**config.mk**
```make
export PLATFORM = sky130hd
export DESIGN_NAME = perf_counter_bank
export DESIGN_NICKNAME = d
export VERILOG_FILES = /design/src/rtl/perf_pkg.sv /design/src/rtl/perf_counter.sv /design/src/rtl/perf_counter_bank.sv
export SDC_FILE = /design/constraint.sdc
export NUM_CORES = 1
export LEC_CHECK = 0
export ABC_CLOCK_PERIOD_IN_PS = 2650
export BUFFER_PORTS_ARGS = -buffer_cell sky130_fd_sc_hd__buf_2
export CORE_ASPECT_RATIO = 0.7
export CORE_MARGIN = 2
export CORE_UTILIZATION = 60
export CTS_BUF_LIST = sky130_fd_sc_hd__clkbuf_8
export CTS_CLUSTER_SIZE = 8
export DETAILED_ROUTE_END_ITERATION = 8
export HOLD_SLACK_MARGIN = 0.15
export PLACE_DENSITY_LB_ADDON = 0.05
export REMOVE_ABC_BUFFERS = 1
export SLEW_MARGIN = 20
export SYNTH_ARGS = -nofsm -noshare
export SYNTH_HDL_FRONTEND = slang
export SYNTH_HIERARCHICAL = 1
export SYNTH_SLANG_ARGS = --single-unit
```
**constraint.sdc**
```tcl
create_clock -name clk -period 2.65 [get_ports clk]
set_clock_uncertainty 0.15 [all_clocks]
set_input_delay 0.265 -clock clk [delete_from_list [all_inputs] [get_ports clk]]
set_output_delay 0.265 -clock clk [all_outputs]
set_load 0.05 [all_outputs]
```
**src/rtl/perf_pkg.sv**
```systemverilog
// Shared register map, bit positions and control-register layout for the perf counter bank.
package perf_pkg;

  localparam logic [7:0] ADDR_CTRL        = 8'h00;
  localparam logic [7:0] ADDR_CMD         = 8'h04;
  localparam logic [7:0] ADDR_STATUS      = 8'h08;
  localparam logic [7:0] ADDR_SHADOW_BASE = 8'h10;
  localparam int unsigned SHADOW_STRIDE   = 8;

  localparam int unsigned CTRL_ENABLE     = 0;
  localparam int unsigned CTRL_SATURATE   = 1;
  localparam int unsigned CTRL_FREEZE_ARM = 2;

  localparam int unsigned CMD_CLEAR       = 0;
  localparam int unsigned CMD_SNAPSHOT    = 1;

  localparam int unsigned STATUS_FROZEN   = 16;

  typedef struct packed {
    logic freeze_arm;
    logic saturate;
    logic enable;
  } ctrl_t;

endpackage

```
**src/rtl/perf_counter.sv**
```systemverilog
// One counter channel: live count with wrap/saturate, sticky overflow, clear and shadow capture.
module perf_counter #(
  parameter int unsigned CNT_WIDTH = 48
) (
  input  logic                 clk,
  input  logic                 rst_n,
  input  logic                 i_inc,
  input  logic                 i_saturate,
  input  logic                 i_clear,
  input  logic                 i_snap,
  output logic [CNT_WIDTH-1:0] o_shadow,
  output logic                 o_ovf
);

  logic [CNT_WIDTH-1:0] r_cnt;
  logic [CNT_WIDTH-1:0] r_shadow;
  logic                 r_ovf;
  logic                 w_at_max;

  assign w_at_max = &r_cnt;

  always_ff @(posedge clk or negedge rst_n) begin
    if (!rst_n) begin
      r_cnt    <= '0;
      r_shadow <= '0;
      r_ovf    <= 1'b0;
    end else begin
      // Shadow takes the pre-edge value, so clear+snapshot keeps the old count.
      if (i_snap) begin
        r_shadow <= r_cnt;
      end
      if (i_clear) begin
        r_cnt <= '0;
        r_ovf <= 1'b0;
      end else if (i_inc) begin
        if (w_at_max) begin
          r_ovf <= 1'b1;
          if (!i_saturate) begin
            r_cnt <= '0;
          end
        end else begin
          r_cnt <= r_cnt + CNT_WIDTH'(1);
        end
      end
    end
  end

  assign o_shadow = r_shadow;
  assign o_ovf    = r_ovf;

endmodule

```
**src/rtl/perf_counter_bank.sv**
```systemverilog
// Bank of performance counters on a small MMIO bus: bus decode, CTRL, freeze trigger, read mux.
module perf_counter_bank
  import perf_pkg::*;
#(
  parameter int unsigned NUM_CNT    = 4,
  parameter int unsigned CNT_WIDTH  = 48,
  parameter bit          ENABLE_RST = 1'b1
) (
  input  logic               clk,
  input  logic               rst_n,
  input  logic [NUM_CNT-1:0] i_event_in,
  input  logic               i_trig_in,
  input  logic               i_req_valid,
  input  logic               i_req_we,
  input  logic [7:0]         i_req_addr,
  input  logic [31:0]        i_req_wdata,
  output logic [31:0]        o_rd_data,
  output logic               o_rd_valid,
  output logic               o_frozen
);

  ctrl_t              r_ctrl;
  logic               r_frozen;
  logic [31:0]        r_rd_data;
  logic               r_rd_valid;

  logic [7:0]         w_word;
  logic               w_rd;
  logic               w_wr_ctrl;
  logic               w_wr_cmd;
  logic               w_active;
  logic               w_clear;
  logic               w_snap;
  logic [NUM_CNT-1:0] w_inc;
  logic [NUM_CNT-1:0] w_ovf;
  logic [63:0]        w_shadow64 [NUM_CNT];
  logic [31:0]        w_rdata;
  logic               w_unused;

  assign w_word    = {i_req_addr[7:2], 2'b00};
  assign w_rd      = i_req_valid & ~i_req_we;
  assign w_wr_ctrl = i_req_valid & i_req_we & (w_word == ADDR_CTRL);
  assign w_wr_cmd  = i_req_valid & i_req_we & (w_word == ADDR_CMD);
  assign w_clear   = w_wr_cmd & i_req_wdata[CMD_CLEAR];
  assign w_snap    = w_wr_cmd & i_req_wdata[CMD_SNAPSHOT];
  assign w_active  = r_ctrl.enable & ~r_frozen;
  assign w_unused  = ^{i_req_addr[1:0], i_req_wdata[31:3], i_event_in[0]};

  for (genvar g = 0; g < NUM_CNT; g++) begin : g_cnt
    logic [CNT_WIDTH-1:0] w_shadow;

    // Channel 0 is the cycle counter; its event bit is ignored.
    if (g == 0) begin : g_cycle
      assign w_inc[g] = w_active;
    end else begin : g_event
      assign w_inc[g] = w_active & i_event_in[g];
    end

    perf_counter #(
      .CNT_WIDTH(CNT_WIDTH)
    ) u_cnt (
      .clk       (clk),
      .rst_n     (rst_n),
      .i_inc     (w_inc[g]),
      .i_saturate(r_ctrl.saturate),
      .i_clear   (w_clear),
      .i_snap    (w_snap),
      .o_shadow  (w_shadow),
      .o_ovf     (w_ovf[g])
    );

    assign w_shadow64[g] = 64'(w_shadow);
  end

  always_comb begin
    w_rdata = '0;
    case (w_word)
      ADDR_CTRL:   w_rdata = 32'(r_ctrl);
      ADDR_CMD:    w_rdata = '0;
      ADDR_STATUS: w_rdata = 32'(w_ovf) | (32'(r_frozen) << STATUS_FROZEN);
      default: begin
        for (int unsigned i = 0; i < NUM_CNT; i++) begin
          if (w_word == ADDR_SHADOW_BASE + 8'(SHADOW_STRIDE * i)) begin
            w_rdata = w_shadow64[i][31:0];
          end
          if (w_word == ADDR_SHADOW_BASE + 8'(SHADOW_STRIDE * i + 4)) begin
            w_rdata = w_shadow64[i][63:32];
          end
        end
      end
    endcase
  end

  always_ff @(posedge clk or negedge rst_n) begin
    if (!rst_n) begin
      r_ctrl.enable     <= ENABLE_RST;
      r_ctrl.saturate   <= 1'b0;
      r_ctrl.freeze_arm <= 1'b0;
      r_frozen          <= 1'b0;
      r_rd_data         <= '0;
      r_rd_valid        <= 1'b0;
    end else begin
      r_rd_valid <= w_rd;
      if (w_rd) begin
        r_rd_data <= w_rdata;
      end
      if (w_wr_ctrl) begin
        r_ctrl.enable     <= i_req_wdata[CTRL_ENABLE];
        r_ctrl.saturate   <= i_req_wdata[CTRL_SATURATE];
        r_ctrl.freeze_arm <= i_req_wdata[CTRL_FREEZE_ARM];
      end
      // A re-enabling CTRL write beats a same-cycle trigger.
      if (w_wr_ctrl && i_req_wdata[CTRL_ENABLE]) begin
        r_frozen <= 1'b0;
      end else if (r_ctrl.freeze_arm && i_trig_in) begin
        r_frozen <= 1'b1;
      end
    end
  end

  assign o_rd_data  = r_rd_data;
  assign o_rd_valid = r_rd_valid;
  assign o_frozen   = r_frozen;

endmodule

```
After elaboration in Yosys (flattened, before gate mapping)
Cells that the tools add are included.
{"block": "totals", "inputBits": 49, "output_inout_bits": 34, "register_bits": 425, "elab_cells": 109}
{"block": "classes", "reduce_logical": 24, "bitwise_logic": 13, "mux": 36, "add_sub_neg": 4, "n_eq_ne": 14}
{"cell": "48-bit 2-to-1 mux", "count": 13}
{"cell": "32-bit 2-to-1 mux", "count": 8}
{"cell": "48-bit by 1-bit adder with 48-bit output (second input constant)", "count": 4}
{"cell": "48-bit AND reduction", "count": 4}
{"cell": "32-bit case mux with 3 select lines", "count": 1}
{"cell": "6-bit by 3-bit equality test with 1-bit output (second input constant)", "count": 4}
{"cell": "6-bit by 4-bit equality test with 1-bit output (second input constant)", "count": 4}
{"cell": "2-bit nonzero test", "count": 9}
{"cell": "4-bit by 17-bit OR with 17-bit output", "count": 1}
{"cell": "2-bit AND reduction", "count": 8}
{"cell": "1-bit 2-to-1 mux", "count": 14}
{"cell": "1-bit bitwise AND", "count": 10}
{"cell": "3-bit inequality test (second input constant)", "count": 3}
{"cell": "8-bit zero test", "count": 1}
{"cell": "6-bit by 1-bit equality test with 1-bit output (second input constant)", "count": 1}
{"cell": "6-bit by 2-bit equality test with 1-bit output (second input constant)", "count": 1}
{"cell": "3-bit by 2-bit inequality test with 1-bit output (second input constant)", "count": 1}
{"cell": "1-bit logical AND", "count": 2}
{"cell": "1-bit inverter", "count": 2}

Longest topological paths before layout
Gate-level depths: netlist of the first run.
{"block": "logic_depth", "ltp_word": 10, "mapped_depth": 11, "mapped_depth_nobuf": 9}

Hierarchy
Netlist of the first run, hierarchy kept.
{"mod": "perf_counter", "instances": 4, "area_per_inst_um2": 4747.1, "cells_per_inst": 454, "seq_area_each_um2": 2427.3}
{"mod": "perf_counter_bank", "instances": 1, "area_per_inst_um2": 2972.9, "cells_per_inst": 299, "seq_area_each_um2": 927.1}

Worst setup path before layout of the first run
No wires, ideal clock.
{"block": "synth_timing", "kind": "input-to-reg", "from": "in i_req_addr[7]", "to": "reg g_cnt[0].u_cnt.r_shadow[27]", "required_time_ns": 2.375, "arrival_time_ns": 2.384, "n_path_buf": 2, "setup_slack_ns": -0.009, "path_stages": 7, "setup_time_ns": 0.125, "path_cell_list": "nor4_1 nand3_1 nor2_1 and2_1 clkbuf_1 buf_1 mux2_2"}
{"block": "synth_between", "elab_chain_len": 3}
{"item": "start: declaration", "line": "perf_counter_bank.sv:15", "source": "input logic [7:0] i_req_addr,"}
{"item": "6-bit by 1-bit equality test with 1-bit output", "line": "perf_counter_bank.sv:43", "source": "assign w_wr_cmd = i_req_valid & i_req_we & (w_word == ADDR_CMD);"}
{"item": "1-bit bitwise AND", "line": "perf_counter_bank.sv:43"}
{"item": "1-bit bitwise AND", "line": "perf_counter_bank.sv:45", "source": "assign w_snap = w_wr_cmd & i_req_wdata[CMD_SNAPSHOT];"}
{"item": "net w_snap", "line": "perf_counter_bank.sv:33", "source": "logic w_snap;"}
{"item": "end signal: assignment", "line": "perf_counter.sv:30", "source": "r_shadow <= r_cnt;"}
{"item": "end: declaration", "line": "perf_counter.sv:16", "source": "logic [CNT_WIDTH-1:0] r_shadow;"}
The timed path passes the listed nets, and every way through them passes these cells.
A chain may end at the register's enable or synchronous reset.

Worst setup path in the final report of the first run
{"block": "layout_timing", "from": "reg g_cnt[1].u_cnt.r_cnt[0]", "to": "reg g_cnt[1].u_cnt.r_cnt[28]"}
{"block": "layout_between", "elab_chain_len": 4, "word_cells_on_any_way": 7, "classes_between": "add/sub (1); eq/ne (1); mux (3); reduce/logical (2)"}
{"item": "start: declaration", "line": "perf_counter.sv:15", "source": "logic [CNT_WIDTH-1:0] r_cnt;"}
{"item": "start signal: assignment", "line": "perf_counter.sv:42", "source": "r_cnt <= r_cnt + CNT_WIDTH'(1);"}
{"item": "48-bit by 1-bit adder with 48-bit output / 48-bit AND reduction (equally long branches)", "line": "perf_counter.sv:42, perf_counter.sv:20"}
{"item": "48-bit 2-to-1 mux", "line": "perf_counter.sv:36", "source": "if (w_at_max) begin"}
{"item": "48-bit 2-to-1 mux", "line": "perf_counter.sv:35", "source": "end else if (i_inc) begin"}
{"item": "48-bit 2-to-1 mux", "line": "perf_counter.sv:32", "source": "if (i_clear) begin"}
Several ways; a longest one is shown, not always the timed one. The select of a mux whose other input is x is not followed.

==> impl_results.md, run 1 <==
* Status: complete, no violations
* Antenna violation net count after detailed routing at 0
* Worst setup margin at approximately 0.10 ns
* Maximum clock rate at between 300 and 400 MHz
* Kind of critical path: reg2reg
* Worst slack, placed at -0.0250 ns
* Number of buffers created by CTS at 67
* Final design utilization at about 71%
* All-Layer GR Usage at 37.4%
* Hold Slack at around 0.2 ns
* DR pass1 iterations at 6
* Cells after DPL at approximately 2700
* Mapped Cells at 2115
* Most frequent cell after synthesis: dfrtp_1
* Ys flop type: dfrtp_1
* Core Region at ~36000 µm²
* Via count at between 15000 and 20000
* Fraction of final layout cells sized beyond drive strength 1 at 26.4%
* Met2 Use GR at 48.7%
* Initial DRC count at between 2000 and 3000
* DRC Markers at 0
* Worst flop-to-flop path startpoint: g_cnt[1].u_cnt/r_cnt[0]
* Critical-path cell list: ha_1 > and3_2 > and4_1 > nand4_1 > buf_4 > buf_4 > nand2_1 > buf_4 > or4_1 > a21oi_1
* RSZ-0062 raised after global routing: false
* Row cnt at slightly below 60
* Reg2reg end: g_cnt[1].u_cnt/r_cnt[28]
* Critical path peak fanout at 5
* R2R Setup Slk at between 0.1 and 0.15 ns
* Max-cap violations at 0
* Cells on worst reg2reg path at 10
* Clock transition at the registers of the reported paths at 0.06 ns
* Number of synthesized flops with an enable pin at 0
* Biggest area consumer among synthesized cells: dfrtp_1
* Crit path from: g_cnt[1].u_cnt/r_cnt[0]
* Most frequent cells after synthesis: dfrtp_1 (424), mux2_2 (198), nand3_1 (191), o21ai_1 (152), nand2_1 (143)
* CP top delay family: simple AND/OR/NAND/NOR gates
* Initial Utilization at between 60% and 70%
* First-pass GRT wire length at approximately 110000 µm
* Crit path time final at roughly 2.5 ns
* Clock root buffer: clkbuf_8
* Worst setup EP type: flip-flop
* Post-Place Cell Area at around 24000 µm²
* Layout Cell Area excl Fill at 25400 µm²
* Sequential cell area at ~11000 µm²
* Most common cell on crit path: buf_4
* H-tree Lvls at 3
* Worst skew pair latency at roughly 0.64 ns
* Multi-input logic area at 10500 µm²
* I/O pin count at just over 80
* Synth Register Bits at between 400 and 500
* Post-CTS setup buffer count at 0
* Hold/Removal Path Class: in2reg
* Hold worst-path end: o_rd_data[10]
* Syn Area/Cell at just over 10 µm²
* CP required at about 3.1 ns
* Seq/Total Area, Yosys at 48.4%
* GR met1 Demand/Resource at between 50% and 60%
* Dominant cells by area after synthesis: dfrtp_1 (48%), mux2_2 (10%), nand3_1 (4.4%)
* CTS tree: built
* Synth unique cells at 62
* Slew @ Worst Pin at ~0.94 ns
* Peak VDD IR at roughly 0.46 mV
* N_diodes at 0
* Largest net degree at the start of global routing at 84
* Power per cell area at between 500 and 600 nW/µm²
* Die H at between 150 and 200 µm
* Min-Delay Path Depth at 5
* Slew headroom at 37.1%
* Synthesized area at 22000 µm²
* GR peak layer: met1
* Chip Width at 233 µm
* DP Wirelength at about 50000 µm
* Post-DR wirelength/cell at ~25 µm
* Initial antenna violation count at 4
* Final period util at a little under 100%
* Final slew viol count at 0
* GPL Wtd Cong at ~1.0
* Slowest CP cell: or4_1
* Ys async rst share at 100%
* Area delta synth->final at 15.8%
* Die area at between 30000 and 40000 µm²
* Crit path buf inv count at 3
* CP Data Arrival Time at 2.95 ns
* Final nets at ~2400
* GR Util met3 at 11.8%
* YS warnings at 6
* TritonCTS sink count at roughly 430
* Vias in the first global route at around 17000
* Detailed Route WL at ~70000 µm
* Hold path startpoint: i_req_addr[4]
* Crit start category: flip-flop
* Clock buffer depth at 3
* Number of port buffers at 50
* Fillers at ~2800
* Via density at 6.63
* Final hold violation count at 0
* Post-synth top area share at between 40% and 50%
* Post-route non-filler standard cell count at ~2800
* Critical Path Max Stage Delay at around 0.39 ns
* GR Overflow Total at 0
* LEAKAGE at approximately 12 nW
* Final setup viols at 0
where the power goes:
group / switching (W) / total [W] / internal [W] / leakage [nW]
Clock: 0.00262 / 0.00527 / 0.00265 / 0.693
Sequential: 0.000144 / 0.00679 / 0.00665 / 5.58
Combinational: 0.000562 / 0.000925 / 0.000363 / 5.37
Total: 0.00332 / 0.0130 / 0.00966 / 11.6
cell families after synthesis:
kind of cell | count (synthesis) | synth area share, %
and+or+nand+nor | 830 | 22.0
DFF | 425 | 48.4
AOI/OAI and AO/OA | 418 | 11.7
muxes | 236 | 13.5
buffers and inverters | 202 | 4.17
adders and majority gates | 4 | 0.228
placed cells by master (no fill, tap or decap), drive strengths merged, types with 52 or more instances in the layout:
cell type,instances
dfrtp,424
clkbuf,78
nand2,143
nor3,89
a21oi,79
o31ai,52
nand4,85
and3,68
o21ai,171
nand3,195
inv,94
buf,252
mux2,198
or3,76
worst register-to-register path: stages, from the launching register on:
cell and delay [ns]:
dfrtp_1 0.38, ha_1 0.24, and3_2 0.30, and4_1 0.24
nand4_1 0.15, buf_4 0.13, buf_4 0.10, nand2_1 0.09
buf_4 0.17, or4_1 0.39, a21oi_1 0.14
through the flow:
step | total power [W] | setup TNS, ns
6_report | 0.0130 | 0
2_1_floorplan | 0.00724 | -1016.40
4_1_cts | 0.0131 | 0
3_3_place_gp | 0.00776 | 0
5_1_grt | 0.0135 | 0
3_5_place_dp | 0.00779 | -0.0726
state kept, by name, indices dropped and copies added (netlist names):
signal and cells:
g_cnt.u_cnt/o_ovf 4, g_cnt.u_cnt/o_shadow 192, o_rd_valid 1, g_cnt.u_cnt/r_cnt 192
r_ctrl 3, o_frozen 1, o_rd_data 32
area by class of cell:
class | count | area share (%)
multi-input cells | 1488 | 41.1
well taps | 480 | 2.36
flip-flops and latches | 425 | 41.8
clock buffers | 78 | 4.22
inverters | 69 | 1.02
repair buffers | 270 | 8.97
clock inverters | 28 | 0.497
metal layers:
layer / up-vias / wire, µm
li1: 8293 / -
met1: 9422 / 31900
met2: 992 / 27900
met3: 118 / 8340
met4: 2 / 1740
met5: - / 13
worst max-delay path by stage:
stage,cells after the start,end,slack (ns)
after floorplan,5,g_cnt[0].u_cnt/o_shadow[0],-3.65
after global placement,10,g_cnt[3].u_cnt/r_cnt[18],0.04
after detailed placement,10,g_cnt[2].u_cnt/r_cnt[18],-0.02
after CTS,7,g_cnt[0].u_cnt/r_cnt[36],0.11
after global routing,10,g_cnt[1].u_cnt/r_cnt[28],0.0007
final,10,g_cnt[1].u_cnt/r_cnt[28],0.10
repair_timing:
action | in CTS | in global routing
endpoints found under the hold margin | 449 | 0
gates resized for setup | 2 | 3
hold buffers | 19 | 0
pin swaps | 0 | 0
setup endpoints to repair | 10 | 15
Power figures use the tool's default switching activity.
==> run 2: changes to the inputs <==
--- a/config.mk
+++ b/config.mk
@@ -15,7 +15,6 @@
 export DETAILED_ROUTE_END_ITERATION = 8
 export HOLD_SLACK_MARGIN = 0.15
 export PLACE_DENSITY_LB_ADDON = 0.05
-export REMOVE_ABC_BUFFERS = 1
 export SLEW_MARGIN = 20
 export SYNTH_ARGS = -nofsm -noshare
 export SYNTH_HDL_FRONTEND = slang
==> run 2 against run 1 <==
  * Wire length down 2.7%
  * Critical path depth is 4 lower
  * Sequential power is essentially flat
==> impl_results.md, run 2 (synthesized netlist as in run 1, its figures left out) <==
* Status: complete, no violations
* Clock buffer depth at 3
* Initial antenna violation count at 4
* TritonCTS sink count at 425
* Crit start category: flip-flop
* Clock share of power at 40.1%
* CP required at ~3.1 ns
* Most common cell after layout, fill and taps aside: dfrtp_1
* DRC Markers at 0
* Crit path buf inv count at 0
* Sum of negative setup slack at 0 ns
* N_diodes at 0
* CP top delay family: simple AND/OR/NAND/NOR gates
* Hold/Removal Path Class: in2async
* Core Region at ~36000 µm²
* Critical Path Max Stage Delay at 0.52 ns
* GR Overflow Total at 0
* Via count at 18700
* Number of buffers created by CTS at approximately 70
* Detailed Route WL at roughly 68000 µm
* Critical-path cell list: ha_1 > and3_1 > nand3_1 > or2_1 > or4_1 > a21oi_1
* Final nets at around 2400
* Worst skew pair latency at approximately 0.64 ns
* Area delta synth->final at 18.2%
* First-pass GRT wire length at 106000 µm
* Final period util at between 90% and 100%
* Clock transition at the registers of the reported paths at about 0.060 ns
* Vias in the first global route at 18000
* GPL Wtd Cong at a little under 1
* Max-cap violations at 0
* Antenna violation net count after detailed routing at 0
* Via density at 6.46
* Fraction of final layout cells sized beyond drive strength 1 at 28.1%
* Worst setup EP type: flip-flop
* LEAKAGE at 12.0 nW
* Seq pwr share at 52.3%
* Combinational power share at around 7.6%
* Crit path time final at between 2 and 3 ns
* Post-DR wirelength/cell at ~23 µm
* H-tree Lvls at 3
* Peak VDD IR at 0.372 mV
* Post-route non-filler standard cell count at between 2000 and 3000
* RSZ-0062 raised after global routing: false
* Switching pwr at approximately 0.0033 W
* Most frequent cells in the layout: dfrtp_1 (424), buf_4 (224), mux2_2 (198)
* Largest net degree at the start of global routing at 64
* Clock root buffer: clkbuf_8
* Die H at around 160 µm
* Initial DRC count at about 2100
* Die area at between 30000 and 40000 µm²
* DP Wirelength at about 50000 µm
* Internal power of the cells at a little under 0.01 W
* Cells after DPL at ~2800
* Slew headroom at 40.0%
* Final slew viol count at 0
* Row cnt at 58
* CTS tree: built
* Number of port buffers at 50
* Final setup viols at 0
* Chip Width at roughly 230 µm
* Post-Syn Nets at about 2200
* I/O pin count at 83
* CP Data Arrival Time at around 3.0 ns
* Initial Utilization at just over 60%
* Slowest CP cell: or4_1
* DR pass1 iterations at 5
* Power per cell area at approximately 500 nW/µm²
* Switching share of power at roughly 25%
* Slew @ Worst Pin at 0.900 ns
* All-Layer GR Usage at between 30% and 40%
* Critical path peak fanout at 6
* Kind of critical path: reg2reg
* Final hold violation count at 0
* Maximum clock rate at 393 MHz
-- run 2: cell types whose count changed in the layout (fill, tap and decap cells not counted), moves of 2 or more --
cell      previous run  this run
buf_12              26        32
nor3_4               4         6
a21oi_2              5         3
buf_4              176       224
and3_2              10         8
clkinv_2             0         3
nor3_2               5         3
and3_1              58        60
a21oi_4              0         2
-- run 2: metal layers --
| metal | GRT usage [%] | wire length, µm |
|---|---|---|
| met1 | 56.5 | 31300 |
| met2 | 48.9 | 27300 |
| met3 | 11.2 | 7390 |
| met4 | 11.4 | 1930 |
| met5 | 0 | 12 |
-- run 2: timing repair --
action,CTS,global route
buffers inserted,0,2
hold endpoints to repair,452,0
gates resized for setup,2,5
hold buffers,19,0
endpoints found under the setup margin,12,35
pin swaps,0,2
-- run 2: power by group through the flow --
stage | combinational (W) | sequential (W) | clock [W]
final | 0.000990 | 0.00678 | 0.00520
after global routing | 0.00107 | 0.00679 | 0.00559
after CTS | 0.000980 | 0.00677 | 0.00528
after detailed placement | 0.000941 | 0.00689 | 0
after global placement | 0.000911 | 0.00688 | 0
after floorplan | 0.000391 | 0.00690 | 0
-- run 2: metrics by stage --
step,util (%),total power [W],hold slack [ns],area [µm²],worst slack [ns]
6_report,72.1,0.0130,0.167,25900,0.105
5_1_grt,72.1,0.0134,0.177,25900,0.00109
4_1_cts,72.0,0.0130,0.155,25900,0.0308
3_5_place_dp,68.0,0.00783,0.0699,24500,-0.0479
3_3_place_gp,68.0,0.00779,0.0640,24500,-0.00948
2_1_floorplan,-,0.00729,-0.181,22000,0.106
-- run 2: path summary, 6_finish.rpt --
path,from,to,slack (ns),depth (start not counted)
worst max-delay path,g_cnt[1].u_cnt/r_cnt[1],g_cnt[1].u_cnt/r_cnt[28],0.11,6
worst min-delay path,rst_n,g_cnt[0].u_cnt/r_cnt[46],0.17,3
worst max register to register,g_cnt[1].u_cnt/r_cnt[1],g_cnt[1].u_cnt/r_cnt[28],0.11,6
worst min register to register,o_rd_data[13],o_rd_data[13],0.32,2
max in group asynchronous,rst_n,g_cnt[3].u_cnt/o_shadow[16],1.69,4
min in group clk,i_req_addr[5],o_rd_data[16],0.20,6
-- run 2: worst register-to-register path: stages, from the launching register on --
cell and delay [ns]:
dfrtp_1 0.42, ha_1 0.24, and3_1 0.30, nand3_1 0.30
or2_1 0.40, or4_1 0.53, a21oi_1 0.15
-- run 2: layout make-up --
| cell class | instances | area (µm²) |
|---|---|---|
| Sequential cell | 425 | 10600 |
| Multi-Input combinational cell | 1488 | 10500 |
| Tap cell | 480 | 601 |
| Fill cell | 2658 | 10000 |
| Inverter | 69 | 259 |
| Timing Repair Buffer | 324 | 2780 |
| Clock buffer | 77 | 1060 |
| Clock inverter | 29 | 130 |
==> run 3: changes to the inputs <==
--- a/config.mk
+++ b/config.mk
@@ -13,7 +13,6 @@
 export CTS_BUF_LIST = sky130_fd_sc_hd__clkbuf_8
 export CTS_CLUSTER_SIZE = 8
 export DETAILED_ROUTE_END_ITERATION = 8
-export HOLD_SLACK_MARGIN = 0.15
 export PLACE_DENSITY_LB_ADDON = 0.05
 export SLEW_MARGIN = 20
 export SYNTH_ARGS = -nofsm -noshare
==> constraint.sdc (replaced) <==
create_clock -name clk -period 2.65 [get_ports clk]
set_clock_uncertainty 0.15 [all_clocks]
set_input_delay 0.265 -clock clk [delete_from_list [all_inputs] [get_ports clk]]
set_output_delay 0.265 -clock clk [all_outputs]
set_load 0.1 [all_outputs]
==> run 3 against run 2 <==
  * Global-route usage is 0.30 points lower
  * Power is 0.13% higher
  * Critical path type unchanged
  * Critical path depth is 2 higher
  * Critical endpoint is now g_cnt[2].u_cnt/r_cnt[18]
  * Via count hardly changed
  * Combinational power hardly changed
==> impl_results.md, run 3 (synthesized netlist as in run 1, its figures left out) <==
* Status: complete, no violations
* Initial antenna violation count at 4
* Row cnt at 58
* DR pass1 iterations at 7
* Final period util at 96.0%
* R2R Setup Slk at between 0.1 and 0.15 ns
* Vias in the first global route at between 15000 and 20000
* Fillers at approximately 2700
* Crit path time final at around 2.5 ns
* Layout Cell Area excl Fill at between 20000 and 30000 µm²
* Final hold violation count at 0
* Post-Place Cell Area at approximately 24000 µm²
* DP Wirelength at about 50000 µm
* Die area at between 30000 and 40000 µm²
* TritonCTS sink count at 425
* Largest net degree at the start of global routing at between 60 and 70
* Kind of critical path: reg2reg
* CTS tree: built
* Fraction of final layout cells sized beyond drive strength 1 at between 20% and 30%
* Worst skew pair latency at around 0.64 ns
* Clock transition at the registers of the reported paths at approximately 0.060 ns
* Initial DRC count at about 2200
* Clock buffer depth at 3
* Most frequent cells in the layout: dfrtp_1 (424), buf_4 (224), mux2_2 (198)
* Post-Syn Nets at around 2200
* Final setup viols at 0
* Clock root buffer: clkbuf_8
* CP Data Arrival Time at 2.95 ns
* Chip Width at between 200 and 250 µm
* Slew headroom at between 40% and 50%
* Most common cell after layout, fill and taps aside: dfrtp_1
* I/O pin count at just over 80
* H-tree Lvls at 3
* Final design utilization at 71.7%
* Critical-path cell list: nor2b_1 > buf_4 > and2_1 > nor2b_1 > nand2_1 > buf_4 > or4_1 > nand3_1
* Detailed Route WL at a little under 70000 µm
* Die H at 164 µm
* All-Layer GR Usage at roughly 36%
* Maximum clock rate at ~390 MHz
* Critical path peak fanout at 17
* Reg2reg end: g_cnt[2].u_cnt/r_cnt[18]
* Post-DR wirelength/cell at approximately 23 µm
* DRC Markers at 0
* N_diodes at 0
* Initial Utilization at 61.0%
* Slew @ Worst Pin at 0.889 ns
* CP required at between 3 and 4 ns
* Via count at 18700
* Final slew viol count at 0
* Via density at between 6 and 7
* Power per cell area at 503 nW/µm²
* Cells on worst reg2reg path at 8
* Antenna violation net count after detailed routing at 0
* Hold/Removal Path Class: in2async
* GR Overflow Total at 0
* Slowest CP cell: dfstp_2
* Number of buffers created by CTS at 68
* Critical Path Max Stage Delay at 0.54 ns
* Crit start category: flip-flop
* Hold Slack at 0.00367 ns
* Max-cap violations at 0
* Area delta synth->final at 17.5%
* Worst flop-to-flop path startpoint: r_ctrl[0]
* LEAKAGE at between 10 and 15 nW
* Worst setup EP type: flip-flop
* GPL Wtd Cong at 0.964
* Peak VDD IR at roughly 0.37 mV
* First-pass GRT wire length at 105000 µm
* Final nets at about 2400
* Number of port buffers at 50
* RSZ-0062 raised after global routing: false
* Core Region at 36000 µm²
[run 3: metrics by stage]
stage / std cells / TNS [ns] / total power, W / setup WS, ns
2_1_floorplan: 2115 / 0 / 0.00733 / 0.106
3_3_place_gp: 2766 / -0.0151 / 0.00783 / -0.00948
3_5_place_dp: 2766 / -0.123 / 0.00787 / -0.0479
4_1_cts: 2879 / 0 / 0.0131 / 0.0813
5_1_grt: 2881 / 0 / 0.0135 / 0.00109
6_report: 2881 / 0 / 0.0130 / 0.107
[run 3: cell type report]
type	instances	area (µm²)	share of cell area [%]
Clock buffer	77	1060	4.11
Clock inverter	29	130	0.504
Inverter	69	259	1.00
Multi-Input combinational cell	1488	10500	40.6
Sequential cell	425	10600	41.2
Tap cell	480	601	2.33
Timing Repair Buffer	313	2650	10.3
[run 3: critical path, delay by kind of cell, from the launching register on]
kind	cells	cell delay [ns]
AND/OR/NAND/NOR	6	1.38
buffers and inverters	2	0.41
flip-flops	1	0.54
[run 3: power by group]
part / total, W / switching [W] / internal (W)
Combinational: 0.00101 / 0.000627 / 0.000386
Clock: 0.00519 / 0.00257 / 0.00263
Sequential: 0.00678 / 0.000131 / 0.00665
Total: 0.0130 / 0.00332 / 0.00966
[run 3: worst max path at each step]
stage / from / end / slack [ns]
after floorplan: i_req_addr[7] / g_cnt[0].u_cnt/o_shadow[37] / 0.11
after detailed placement: i_req_addr[7] / g_cnt[2].u_cnt/r_cnt[46] / -0.05
after CTS: g_cnt[0].u_cnt/r_cnt[0] / g_cnt[0].u_cnt/r_cnt[33] / 0.08
after global routing: g_cnt[3].u_cnt/r_cnt[1] / g_cnt[3].u_cnt/r_cnt[8] / 0.001
final: r_ctrl[0] / g_cnt[2].u_cnt/r_cnt[18] / 0.11
after global placement: i_req_addr[7] / g_cnt[2].u_cnt/r_cnt[46] / -0.009
[run 3: timing repair]
action                                 in CTS  in global routing
hold buffers                                7                  0
endpoints found under the hold margin     367                  0
buffers inserted                            0                  2
resized for setup                           2                  4
setup endpoints to repair                  12                 18
pin swaps                                   0                  2
[run 3: layer usage]
metal	up-vias	GRT usage, %	share of wire (%)
met5	-	0	0.025
met4	2	11.1	2.7
met3	101	11.3	11
met2	911	48.3	40
met1	9286	56.2	46
li1	8380	-	-
